`src/rtl/instruction_fetch.sv`:
```
// instruction_fetch: in-order instruction fetch front end.
// Issues fetch requests to the load/store buffer and tracks the requests that
// are still in flight. Returned words are pushed into a small decoded-instruction
// queue that feeds the decoder. On a redirect the queue is flushed, and responses
// to requests issued before the redirect are counted down and dropped.
// Optional build macro FETCH_PERF_COUNTER_EN adds the fetch_count and
// drop_count performance counters.
//
// Handshakes:
//   request  : new_ins is a one-cycle pulse, and pc_addr is valid in that cycle.
//              No pulse is issued while if_full is high.
//   response : ins_ready is a one-cycle pulse, and ins_value is valid with it.
//              Responses come back in issue order.
//   decode   : the head entry is transferred in any cycle where dec_valid and
//              dec_ready are both high. dec_valid does not wait for dec_ready.
module instruction_fetch #(
  parameter int QDEPTH = 4
) (
  input  logic        clk,
  input  logic        rst,
  input  logic        redirect,
  input  logic [31:0] redirect_pc,
  input  logic        if_full,
  input  logic        ins_ready,
  input  logic [31:0] ins_value,
  output logic [31:0] pc_addr,
  output logic        new_ins,
  output logic        dec_valid,
  output logic [31:0] dec_ins,
  output logic [31:0] dec_pc,
  input  logic        dec_ready
`ifdef FETCH_PERF_COUNTER_EN
  ,
  output logic [31:0] fetch_count,
  output logic [31:0] drop_count
`endif
);

  localparam int PTR_W = (QDEPTH > 1) ? $clog2(QDEPTH) : 1;
  localparam int CNT_W = PTR_W + 1;

  logic [31:0]      fetch_pc;
  logic [31:0]      resp_pc;
  logic [3:0]       outstanding;
  logic [3:0]       drop;
  logic [CNT_W-1:0] q_count;
  logic [PTR_W-1:0] wr_ptr;
  logic [PTR_W-1:0] rd_ptr;
  logic [31:0]      q_ins [QDEPTH];
  logic [31:0]      q_pc  [QDEPTH];

  logic [3:0]       live;
  logic [4:0]       occupancy;
  logic             issue;
  logic             accept;
  logic             discard;
  logic             pop;

  // Issue, accept, discard and pop decisions, plus the decoder-facing outputs.
  // A request is issued only while queued entries plus live requests leave room,
  // so every live response is guaranteed a queue slot.
  always_comb begin
    live      = outstanding - drop;
    occupancy = 5'(q_count) + {1'b0, live};
    issue     = rst && !redirect && !if_full &&
                (occupancy < 5'(QDEPTH)) && (outstanding < 4'd7);
    accept    = rst && ins_ready && !redirect && (drop == 4'd0);
    discard   = rst && ins_ready && (redirect || (drop != 4'd0));
    pop       = rst && !redirect && (q_count != '0) && dec_ready;
    new_ins   = issue;
    pc_addr   = rst ? fetch_pc : 32'd0;
    dec_valid = rst && (q_count != '0);
    dec_ins   = dec_valid ? q_ins[rd_ptr] : 32'd0;
    dec_pc    = dec_valid ? q_pc[rd_ptr]  : 32'd0;
  end

  // Fetch and response PCs, in-flight bookkeeping, and queue pointers.
  // A redirect turns every request still in flight into a pending drop. A word
  // that returns in the redirect cycle itself is discarded immediately.
  always_ff @(posedge clk) begin
    if (!rst) begin
      fetch_pc    <= 32'd0;
      resp_pc     <= 32'd0;
      outstanding <= 4'd0;
      drop        <= 4'd0;
      q_count     <= '0;
      wr_ptr      <= '0;
      rd_ptr      <= '0;
    end else if (redirect) begin
      fetch_pc    <= redirect_pc;
      resp_pc     <= redirect_pc;
      outstanding <= outstanding - {3'b000, ins_ready};
      drop        <= outstanding - {3'b000, ins_ready};
      q_count     <= '0;
      wr_ptr      <= '0;
      rd_ptr      <= '0;
    end else begin
      if (issue) fetch_pc <= fetch_pc + 32'd4;
      outstanding <= outstanding + {3'b000, issue} - {3'b000, ins_ready};
      if (ins_ready && (drop != 4'd0)) drop <= drop - 4'd1;
      if (accept) begin
        resp_pc <= resp_pc + 32'd4;
        wr_ptr  <= wr_ptr + PTR_W'(1);
      end
      if (pop) rd_ptr <= rd_ptr + PTR_W'(1);
      q_count <= q_count + CNT_W'(accept) - CNT_W'(pop);
    end
  end

  // Queue storage. Entries need no reset because q_count qualifies them.
  always_ff @(posedge clk) begin
    if (accept) begin
      q_ins[wr_ptr] <= ins_value;
      q_pc[wr_ptr]  <= resp_pc;
    end
  end

`ifdef FETCH_PERF_COUNTER_EN
  // Counts of accepted and discarded responses. Both counters wrap.
  always_ff @(posedge clk) begin
    if (!rst) begin
      fetch_count <= 32'd0;
      drop_count  <= 32'd0;
    end else begin
      if (accept)  fetch_count <= fetch_count + 32'd1;
      if (discard) drop_count  <= drop_count + 32'd1;
    end
  end
`else
  logic unused_discard;
  assign unused_discard = discard;
`endif

endmodule

```
`config.mk`:
```
export PLATFORM = sky130hd
export DESIGN_NAME = instruction_fetch
export DESIGN_NICKNAME = d
export VERILOG_FILES = /design/src/rtl/instruction_fetch.sv
export SDC_FILE = /design/constraint.sdc
export NUM_CORES = 1
export LEC_CHECK = 0
export ABC_AREA = 1
export BUFFER_PORTS_ARGS = -buffer_cell sky130_fd_sc_hd__buf_2
export CORE_MARGIN = 10
export CORE_UTILIZATION = 60
export CTS_BUF_LIST = sky130_fd_sc_hd__clkbuf_4 sky130_fd_sc_hd__clkbuf_8 sky130_fd_sc_hd__clkbuf_16
export CTS_CLUSTER_DIAMETER = 100
export DETAILED_ROUTE_END_ITERATION = 16
export GPL_TIMING_DRIVEN = 0
export PLACE_DENSITY_LB_ADDON = 0.05
export SLEW_MARGIN = 25
export SYNTH_ARGS = -nofsm -noshare
export SYNTH_HDL_FRONTEND = slang
export SYNTH_SLANG_ARGS = --single-unit
```
`constraint.sdc`:
```
create_clock -name clk -period 13.3 [get_ports clk]
set_input_delay 2.66 -clock clk [delete_from_list [all_inputs] [get_ports clk]]
set_output_delay 2.66 -clock clk [all_outputs]
set_load 0.1 [all_outputs]
```
==> flow_metrics.tcl, run 1 <==
set metrics [dict create \
    multiInputGateArea_um2 5450 \
    path_cells "buf_2 > clkinv_1 > nor2_1 > inv_2 > buf_1 > a21oi_1 > buf_2" \
    htree_levels 2 \
    critPathMaxStageDelay_ns 0.48 \
    nets 2040 \
    vias 12900 \
    core_area_um2 25400 \
    cp-end-kind "output pin" \
    cts_tree "built" \
    synth_seq_area_share 0.597 \
    power_density_nw_per_um2 128 \
    fin_crit_sh 0.552 \
    fin_area_um2 18300 \
    yosysTopAreaCell "edfxtp_1" \
    finalHoldViolations 0 \
    setup_tns_ns 0 \
    cts_hold_buf 0 \
    drc 0 \
    power.total_mw 2.34 \
    initial_core_util 0.614 \
    portBuffers 165 \
    ios 168 \
    die_y_um 181 \
    antenna_found_initial 0 \
    antenna_cells 0 \
    viasPerCell 5.61 \
    final_core_util 0.720 \
    die-area_um2 32800 \
    die_x_um 181 \
    clkTransAtPathRegs_ns 0.06 \
    rows 58 \
    clock_path_buffers 3 \
    area_delta_synth_final_pct 17.3 \
    crit_top_cell "buf_2" \
    synth_cell_types 41 \
    period_minus_slack_ns 7.35 \
    ant_nets 0 \
    place.gp.congestion 0.963 \
    finClkSkew_ns 0.0242 \
    max_slew_margin 0.483 \
    rsz0062_at_grt "false" \
    fill_cells 1929 \
    grt_max_degree 24 \
    clk_latency_ns 0.53 \
    startpoint_type "input port" \
    final_common_cell "nor2_1" \
    yosysWarningCount 0 \
    finalMaxSlewViolations 0 \
    cp_data_required_time_ns 10.64 \
    maxCapViolations 0 \
    status "finished clean" \
    dr.pass1.iters 7 \
    worstPathArrival_ns 4.69 \
    cts_root_buf "clkbuf_16" \
    setup_violations 0 \
    layout-drive-gt1-share 0.136 \
    dpl_cell_area_um2 17200 \
    crit_family "buffers and inverters" \
    register_area_um2 9310 \
    synth-seq-cells 337 \
    synthesis.area_um2 15600 \
    vdd.ir_drop.worst_v 0.000122 \
    wl_per_cell_um 19.2 \
    fmax_mhz 136 \
    synth.avg_cell_area_um2 9.01 \
    cts_setup_buffers 0 \
    cts_buffers 35 \
    cts.sinks 337 \
    critPathMaxFanout 10 \
    worst_slew_pin_slew_ns 0.776 \
    drt_iter0_drc 1137 \
    syn-num-nets 1825 \
    grt_pass1_wl_um 67900 \
    synth_area_leaders "edfxtp_1 49%, dfxtp_1 10%, nor2_1 8.9%" \
    most-common-layout-cells "366 x nor2_1, 307 x nand2_1, 256 x edfxtp_1" \
    grt-ovfl-total 0 \
    dp_hpwl_um 31200 \
    ctsResizeCount 0 \
    critical_path_class "input port to output pin" \
    leakage_nw 7.23 \
    cpMaxStageDelayCell "buf_2" \
    synth_cells 1731 \
    netlist.area_leader.share 0.493 \
    grt_usage 0.259 \
    path_buf_inv 5 \
    routed_wl_um 44200 \
    grt_pass1_vias 12600 \
    worstHoldPathType "register to register" \
]
## metal layers
metal | GRT usage | wire length, µm | vias up
met5 | 0 | 0 | -
met4 | 0.116 | 1810 | 0
met3 | 0.0442 | 3280 | 104
met2 | 0.435 | 21100 | 582
met1 | 0.324 | 18000 | 5994
li1 | - | - | 6236
## kinds of logic (layout without fill, tap and decap cells)
family / count (synthesis) / after routing / synth area share
buf+inv: 219 / 459 / 0.0553
simple gates: 798 / 798 / 0.208
fa+ha+maj: 24 / 24 / 0.0207
flops: 337 / 337 / 0.597
xor+xnor: 11 / 11 / 0.00618
compound gates: 342 / 342 / 0.113
## path summary, 6_finish.rpt
check                                 start                   endpoint  slack (ns)  cells past startpoint
setup / recovery                        rst                 dec_pc[18]        5.95                      7
hold / removal     fetch_pc[1]$_SDFFE_PN0P_   fetch_pc[1]$_SDFFE_PN0P_        0.47                      2
setup reg to reg  outstanding[0]$_SDFF_PN0_  outstanding[2]$_SDFF_PN0_        9.82                     18
hold reg to reg    fetch_pc[1]$_SDFFE_PN0P_   fetch_pc[1]$_SDFFE_PN0P_        0.47                      2
## worst min-delay path, delay by kind of cell (launching register included)
family / cells / cell delay, ns
compound gates: 1 / 0.05
flops: 1 / 0.34
simple gates: 1 / 0.05
## cell usage after synthesis
master	instances
edfxtp_1	256
ha_1	21
o21ai_0	182
a21oi_1	134
o211ai_1	3
buf_1	18
nand3_4	2
inv_6	1
or2_2	2
o31ai_1	1
a21boi_0	1
xnor2_1	2
a21boi_1	1
nand2_4	1
buf_4	3
fa_1	3
dfxtp_1	81
inv_2	4
buf_2	6
clkinv_1	1
nor2_4	1
o22ai_1	2
clkbuf_1	52
buf_6	2
nand4_1	14
nand3b_1	12
nor2_1	370
inv_1	131
nor2_2	3
o21bai_1	2
a31oi_1	8
o21ba_2	1
nor3_2	1
xor2_1	9
nand2_1	307
nand2_2	1
o21a_1	4
nand3_1	72
clkinv_2	1
o21ai_1	3
nor3_1	12
## flip-flops by register name (all words and copies together) (netlist names), named ones only
name,count
drop,4
fetch_pc,32
q_ins,128
q_pc,128
resp_pc,32
outstanding,4
q_count,3
wr_ptr,2
rd_ptr,2
## report_power, final
group	internal [mW]	leakage [nW]	switching, mW
logic	0.0612	3.68	0.150
registers	1.16	2.99	0.0328
clock network	0.543	0.559	0.398
total	1.76	7.23	0.581
## per-stage QoR
| step | hold slack, ns | setup WS, ns | cells |
|---|---|---|---|
| after global routing | 0.524 | 5.85 | 2301 |
| after floorplan | 0.428 | 4.35 | 1731 |
| after global placement | 0.440 | 4.83 | 2226 |
| final | 0.475 | 5.95 | 2301 |
| after detailed placement | 0.469 | 5.95 | 2239 |
| after CTS | 0.483 | 5.97 | 2301 |
## cell type report
| class | count | share of cell area |
|---|---|---|
| Multi-Input combinational cell | 1175 | 0.298 |
| Sequential cell | 337 | 0.509 |
| Timing Repair Buffer | 178 | 0.0628 |
| Buffer | 81 | 0.0185 |
| Clock inverter | 15 | 0.00718 |
| Clock buffer | 47 | 0.0535 |
| Inverter | 138 | 0.0287 |
| Tap cell | 330 | 0.0226 |
Note: power is estimated with default switching activity, not from simulation.
==> inputs of run 2 (changes only) <==
- CORE_UTILIZATION: 60 -> 59
- clock period: 13.3 -> 7.3 ns (I/O delays scaled with it)
==> run 2 against run 1 <==
- worst setup slack worse by 3.6 ns
- routed wire length down 0.62%
- critical path depth stayed put
- largest cell class unchanged
==> flow_metrics.tcl, run 2 (synthesis results as in run 1) <==
set metrics [dict create \
    max_slew_margin 0.416 \
    period_minus_slack_ns 4.92 \
    die_y_um 183 \
    antenna_cells 0 \
    fmax_mhz 203 \
    critical_path_class "input port to output pin" \
    cp_data_required_time_ns 5.84 \
    worstHoldPathType "register to register" \
    leakage_nw 7.20 \
    grt_max_degree 23 \
    pre_cts_ws_ns 2.40 \
    grtUsageMet3 0.0451 \
    drt_iter0_drc 1166 \
    portBuffers 165 \
    place.gp.congestion 0.998 \
    reg_top3 "q_ins: 128 flops, q_pc: 128 flops" \
    hold_slack_ns 0.483 \
    layout-drive-gt1-share 0.134 \
    critPathLaunch "rst" \
    die_x_um 183 \
    clock_path_buffers 3 \
    maxCapViolations 0 \
    grt_usage 0.255 \
    cts_hold_buf 0 \
    globalRouteMet2Util 0.428 \
    cts_buffers 35 \
    cp-end-kind "output pin" \
    cts_setup_buffers 0 \
    final_common_cell "nor2_1" \
    core_area_um2 26100 \
    rsz0062_at_grt "false" \
    grt_pass1_vias 12600 \
    vias 13100 \
    hp-start "fetch_pc[0]$_SDFFE_PN0P_" \
    rows 59 \
    grtUsageMet1 0.322 \
    initial_core_util 0.598 \
    vdd.ir_drop.worst_v 0.000198 \
    viasPerCell 5.67 \
    worst_slew_pin_slew_ns 0.876 \
    dp_hpwl_um 31200 \
    area_delta_synth_final_pct 17.0 \
    p_switching_mw 1.04 \
    fin_crit_sh 0.674 \
    grt_pass1_wl_um 67800 \
    ant_nets 0 \
    ios 168 \
    clkTransAtPathRegs_ns 0.05 \
    global_route.peak_usage_layer "met2" \
    setup_tns_ns 0 \
    power_frac_seq 0.509 \
    most-common-layout-cells "366 x nor2_1, 307 x nand2_1, 256 x edfxtp_1" \
    startpoint_type "input port" \
    cts_root_buf "clkbuf_16" \
    regToRegStartpoint "outstanding[0]$_SDFF_PN0_" \
    power_density_nw_per_um2 234 \
    routed_wl_um 43900 \
    worstPathArrival_ns 3.46 \
    grt-ovfl-total 0 \
    die-area_um2 33300 \
    clkPwrFrac 0.401 \
    fin_ws_ns 2.38 \
    ctsResizeCount 0 \
    dr.pass1.iters 6 \
    clk_latency_ns 0.52 \
    cts.sinks 337 \
    drc 0 \
    antenna_found_initial 0 \
    share_comb_of_total_power 0.090 \
    wl_per_cell_um 19.1 \
    finClkSkew_ns 0.0129 \
    status "finished clean" \
    setup_violations 0 \
    finalMaxSlewViolations 0 \
    internal_power_mw 3.22 \
    cts_tree "built" \
    nets 2039 \
    htree_levels 2 \
    critPathMaxFanout 10 \
    p_sw_frac 0.245 \
    finalHoldViolations 0 \
]
## run 2: cell types whose count changed in the layout (fill, tap and decap cells not counted), sizes merged
| cell | before | now |
|---|---|---|
| inv | 138 | 137 |
| clkbuf | 99 | 101 |
| buf | 207 | 206 |
| clkinv | 14 | 11 |
## run 2: power by group through the flow
stage / logic, mW / registers (mW) / clock network [mW]
after floorplan: 0.268 / 2.19 / 0
after global routing: 0.419 / 2.18 / 1.80
after global placement: 0.359 / 2.21 / 0
final: 0.382 / 2.17 / 1.71
after detailed placement: 0.376 / 2.21 / 0
after CTS: 0.379 / 2.17 / 1.72
## run 2: final cells by class
| class | instances | area [µm²] |
|---|---|---|
| buffer | 81 | 338 |
| clock buffer | 49 | 998 |
| clock inverter | 11 | 91.3 |
| sequential | 337 | 9310 |
| fill | 1993 | 7820 |
| tap | 335 | 419 |
| timing repair buffer | 177 | 1110 |
| multi-input combinational | 1175 | 5450 |
| inverter | 138 | 524 |
## run 2: final timing paths
| check | to | slack (ns) | cells after the start |
|---|---|---|---|
| setup reg to reg | outstanding[2]$_SDFF_PN0_ | 3.88 | 18 |
| hold reg to reg | fetch_pc[0]$_SDFFE_PN0P_ | 0.48 | 2 |
| setup / recovery | dec_pc[18] | 2.38 | 7 |
| hold / removal | fetch_pc[0]$_SDFFE_PN0P_ | 0.48 | 2 |
## run 2: critical path, stage by stage
cell      delay, ns
buf_2          0.18
clkinv_1       0.25
nor2_1         0.24
inv_2          0.18
buf_1          0.31
a21oi_1        0.32
buf_2          0.49
## run 2: per-layer routing
layer	vias up	part of all wire
met5	-	0
met4	0	0.032
met3	100	0.083
met2	629	0.48
met1	6087	0.40
li1	6244	-
## run 2: through the flow
stage	power [mW]	instance area, µm²	instances	util
floorplan	2.46	15600	1731	-
global placement	2.57	16800	2231	0.646
detailed placement	2.58	17200	2243	0.658
CTS	4.27	18200	2303	0.700
global route	4.40	18200	2303	0.700
finish	4.26	18200	2303	0.700
==> inputs of run 3 (changes only) <==
- clock period: 7.3 -> 4.7 ns (I/O delays scaled with it)
==> run 3 against run 2 <==
- utilization rose by 1.2 points
- clock power rose by 60%
- register-to-register slack got worse by 2.6 ns
- routed wire length rose by 1.9%
- non-clock buffer count did not move
- clock skew rose by 0.0016 ns
- worst setup slack got worse by 1.9 ns
==> flow_metrics.tcl, run 3 (synthesis results as in run 1) <==
set metrics [dict create \
    critical_path_class "register to output pin" \
    power_frac_seq 0.503 \
    setup_violations 0 \
    period_minus_slack_ns 4.19 \
    clock_path_buffers 3 \
    initial_core_util 0.598 \
    maxCapViolations 0 \
    grt-ovfl-total 0 \
    critPathMaxFanout 11 \
    max_slew_margin 0.415 \
    cts_tree "built" \
    reg_top3 "q_ins: 128 flops, q_pc: 128 flops" \
    viasPerCell 5.62 \
    cts_hold_buf 0 \
    power_density_nw_per_um2 361 \
    status "finished clean" \
    vdd.ir_drop.worst_v 0.000279 \
    clkPwrFrac 0.407 \
    hold_slack_ns 0.470 \
    leakage_nw 7.22 \
    fmax_mhz 238 \
    finalHoldViolations 0 \
    drt_iter0_drc 1155 \
    dpl_cell_area_um2 17400 \
    register_area_um2 9310 \
    drc 0 \
    ios 168 \
    ctsResizeCount 0 \
    path_cells "inv_1 > ha_1 > inv_1 > fa_1 > xor2_1 > ha_1 > nor3_1 > nand2_1 > nor2_2 > nand3_4 > clkinv_2 > buf_6 > buf_2" \
    worstHoldPathType "register to register" \
    fin_area_um2 18600 \
    cts.sinks 337 \
    multiInputGateArea_um2 5700 \
    place.gp.congestion 0.956 \
    fill_cells 2015 \
    cpMaxStageDelayCell "buf_2" \
    cts_buffers 36 \
    dp_hpwl_um 32000 \
    power.total_mw 6.71 \
    die_y_um 183 \
    portBuffers 165 \
    clkTransAtPathRegs_ns 0.06 \
    path_buf_inv 5 \
    cp-end-kind "output pin" \
    grt_usage 0.260 \
    crit_family "buffers and inverters" \
    final_common_cell "nor2_1" \
    htree_levels 2 \
    fin_crit_sh 0.892 \
    top_layer_used "met4" \
    die_x_um 183 \
    nets 2040 \
    share_comb_of_total_power 0.090 \
    most-common-layout-cells "365 x nor2_1, 307 x nand2_1, 256 x edfxtp_1" \
    cts_setup_buffers 0 \
    cts_root_buf "clkbuf_16" \
    grt_max_degree 24 \
    core_area_um2 26100 \
    wl_met1_um 18700 \
    worstPathArrival_ns 3.25 \
    clk_latency_ns 0.51 \
    p_sw_frac 0.244 \
    vias 13000 \
    wl_per_cell_um 19.4 \
    grt_pass1_wl_um 69200 \
    startpoint_type "register" \
    rows 59 \
    grt_pass1_vias 12800 \
    antenna_cells 0 \
    ant_nets 0 \
    dp.cells 2243 \
    worst_slew_pin_slew_ns 0.877 \
    area_delta_synth_final_pct 19.0 \
    rsz0062_at_grt "false" \
    die-area_um2 33300 \
    dr.pass1.iters 5 \
    layout-drive-gt1-share 0.169 \
    routed_wl_um 44800 \
    stdcell_count 2307 \
    routed-wl-met2_um 21100 \
    internal_power_mw 5.07 \
    dr_wl_met3_um 3680 \
    p_switching_mw 1.63 \
    antenna_found_initial 0 \
    finClkSkew_ns 0.0145 \
    finalMaxSlewViolations 0 \
    pre_cts_ws_ns 0.790 \
    critPathMaxStageDelay_ns 0.45 \
    cp_data_required_time_ns 3.76 \
    fin_ws_ns 0.506 \
]
run 3: final cells by class:
class                           instances  share of cell area
Timing Repair Buffer                  177              0.0608
Clock buffer                           48              0.0541
Sequential cell                       337               0.501
Tap cell                              335              0.0226
Inverter                              138              0.0282
Multi-Input combinational cell       1175               0.307
Clock inverter                         16             0.00782
Buffer                                 81              0.0182
run 3: layer usage:
metal  global-route usage  vias to the layer above
met2                0.431                      596
li1                     -                     6238
met3               0.0431                       88
met4               0.0823                        0
met5                    0                        -
met1                0.341                     6040
run 3: worst paths after layout:
kind | start | end | slack (ns) | depth (start not counted)
max reg2reg | outstanding[0]$_SDFF_PN0_ | outstanding[2]$_SDFF_PN0_ | 1.31 | 18
min | fetch_pc[0]$_SDFFE_PN0P_ | fetch_pc[0]$_SDFFE_PN0P_ | 0.47 | 2
min reg2reg | fetch_pc[0]$_SDFFE_PN0P_ | fetch_pc[0]$_SDFFE_PN0P_ | 0.47 | 2
max | outstanding[0]$_SDFF_PN0_ | new_ins | 0.51 | 13
run 3: power by group through the flow:
stage | logic (mW) | clock network [mW] | registers (mW)
4_1_cts | 0.597 | 2.75 | 3.37
3_3_place_gp | 0.566 | 0 | 3.43
5_1_grt | 0.661 | 2.89 | 3.38
2_1_floorplan | 0.421 | 0 | 3.40
6_report | 0.601 | 2.73 | 3.37
3_5_place_dp | 0.594 | 0 | 3.43
run 3: worst reg2reg max path: cells and delay by family, from the launching register on:
family          cells  cell delay (ns)
simple gates        5             0.62
fa+ha+maj           5             1.36
compound gates      1             0.14
buf+inv             5             0.56
flops               1             0.30
xor+xnor            2             0.34
run 3: metrics by stage:
| stage | utilization | setup TNS (ns) |
|---|---|---|
| 2_1_floorplan | - | 0 |
| 3_3_place_gp | 0.655 | -512.10 |
| 3_5_place_dp | 0.668 | 0 |
| 4_1_cts | 0.712 | 0 |
| 5_1_grt | 0.712 | 0 |
| 6_report | 0.712 | 0 |
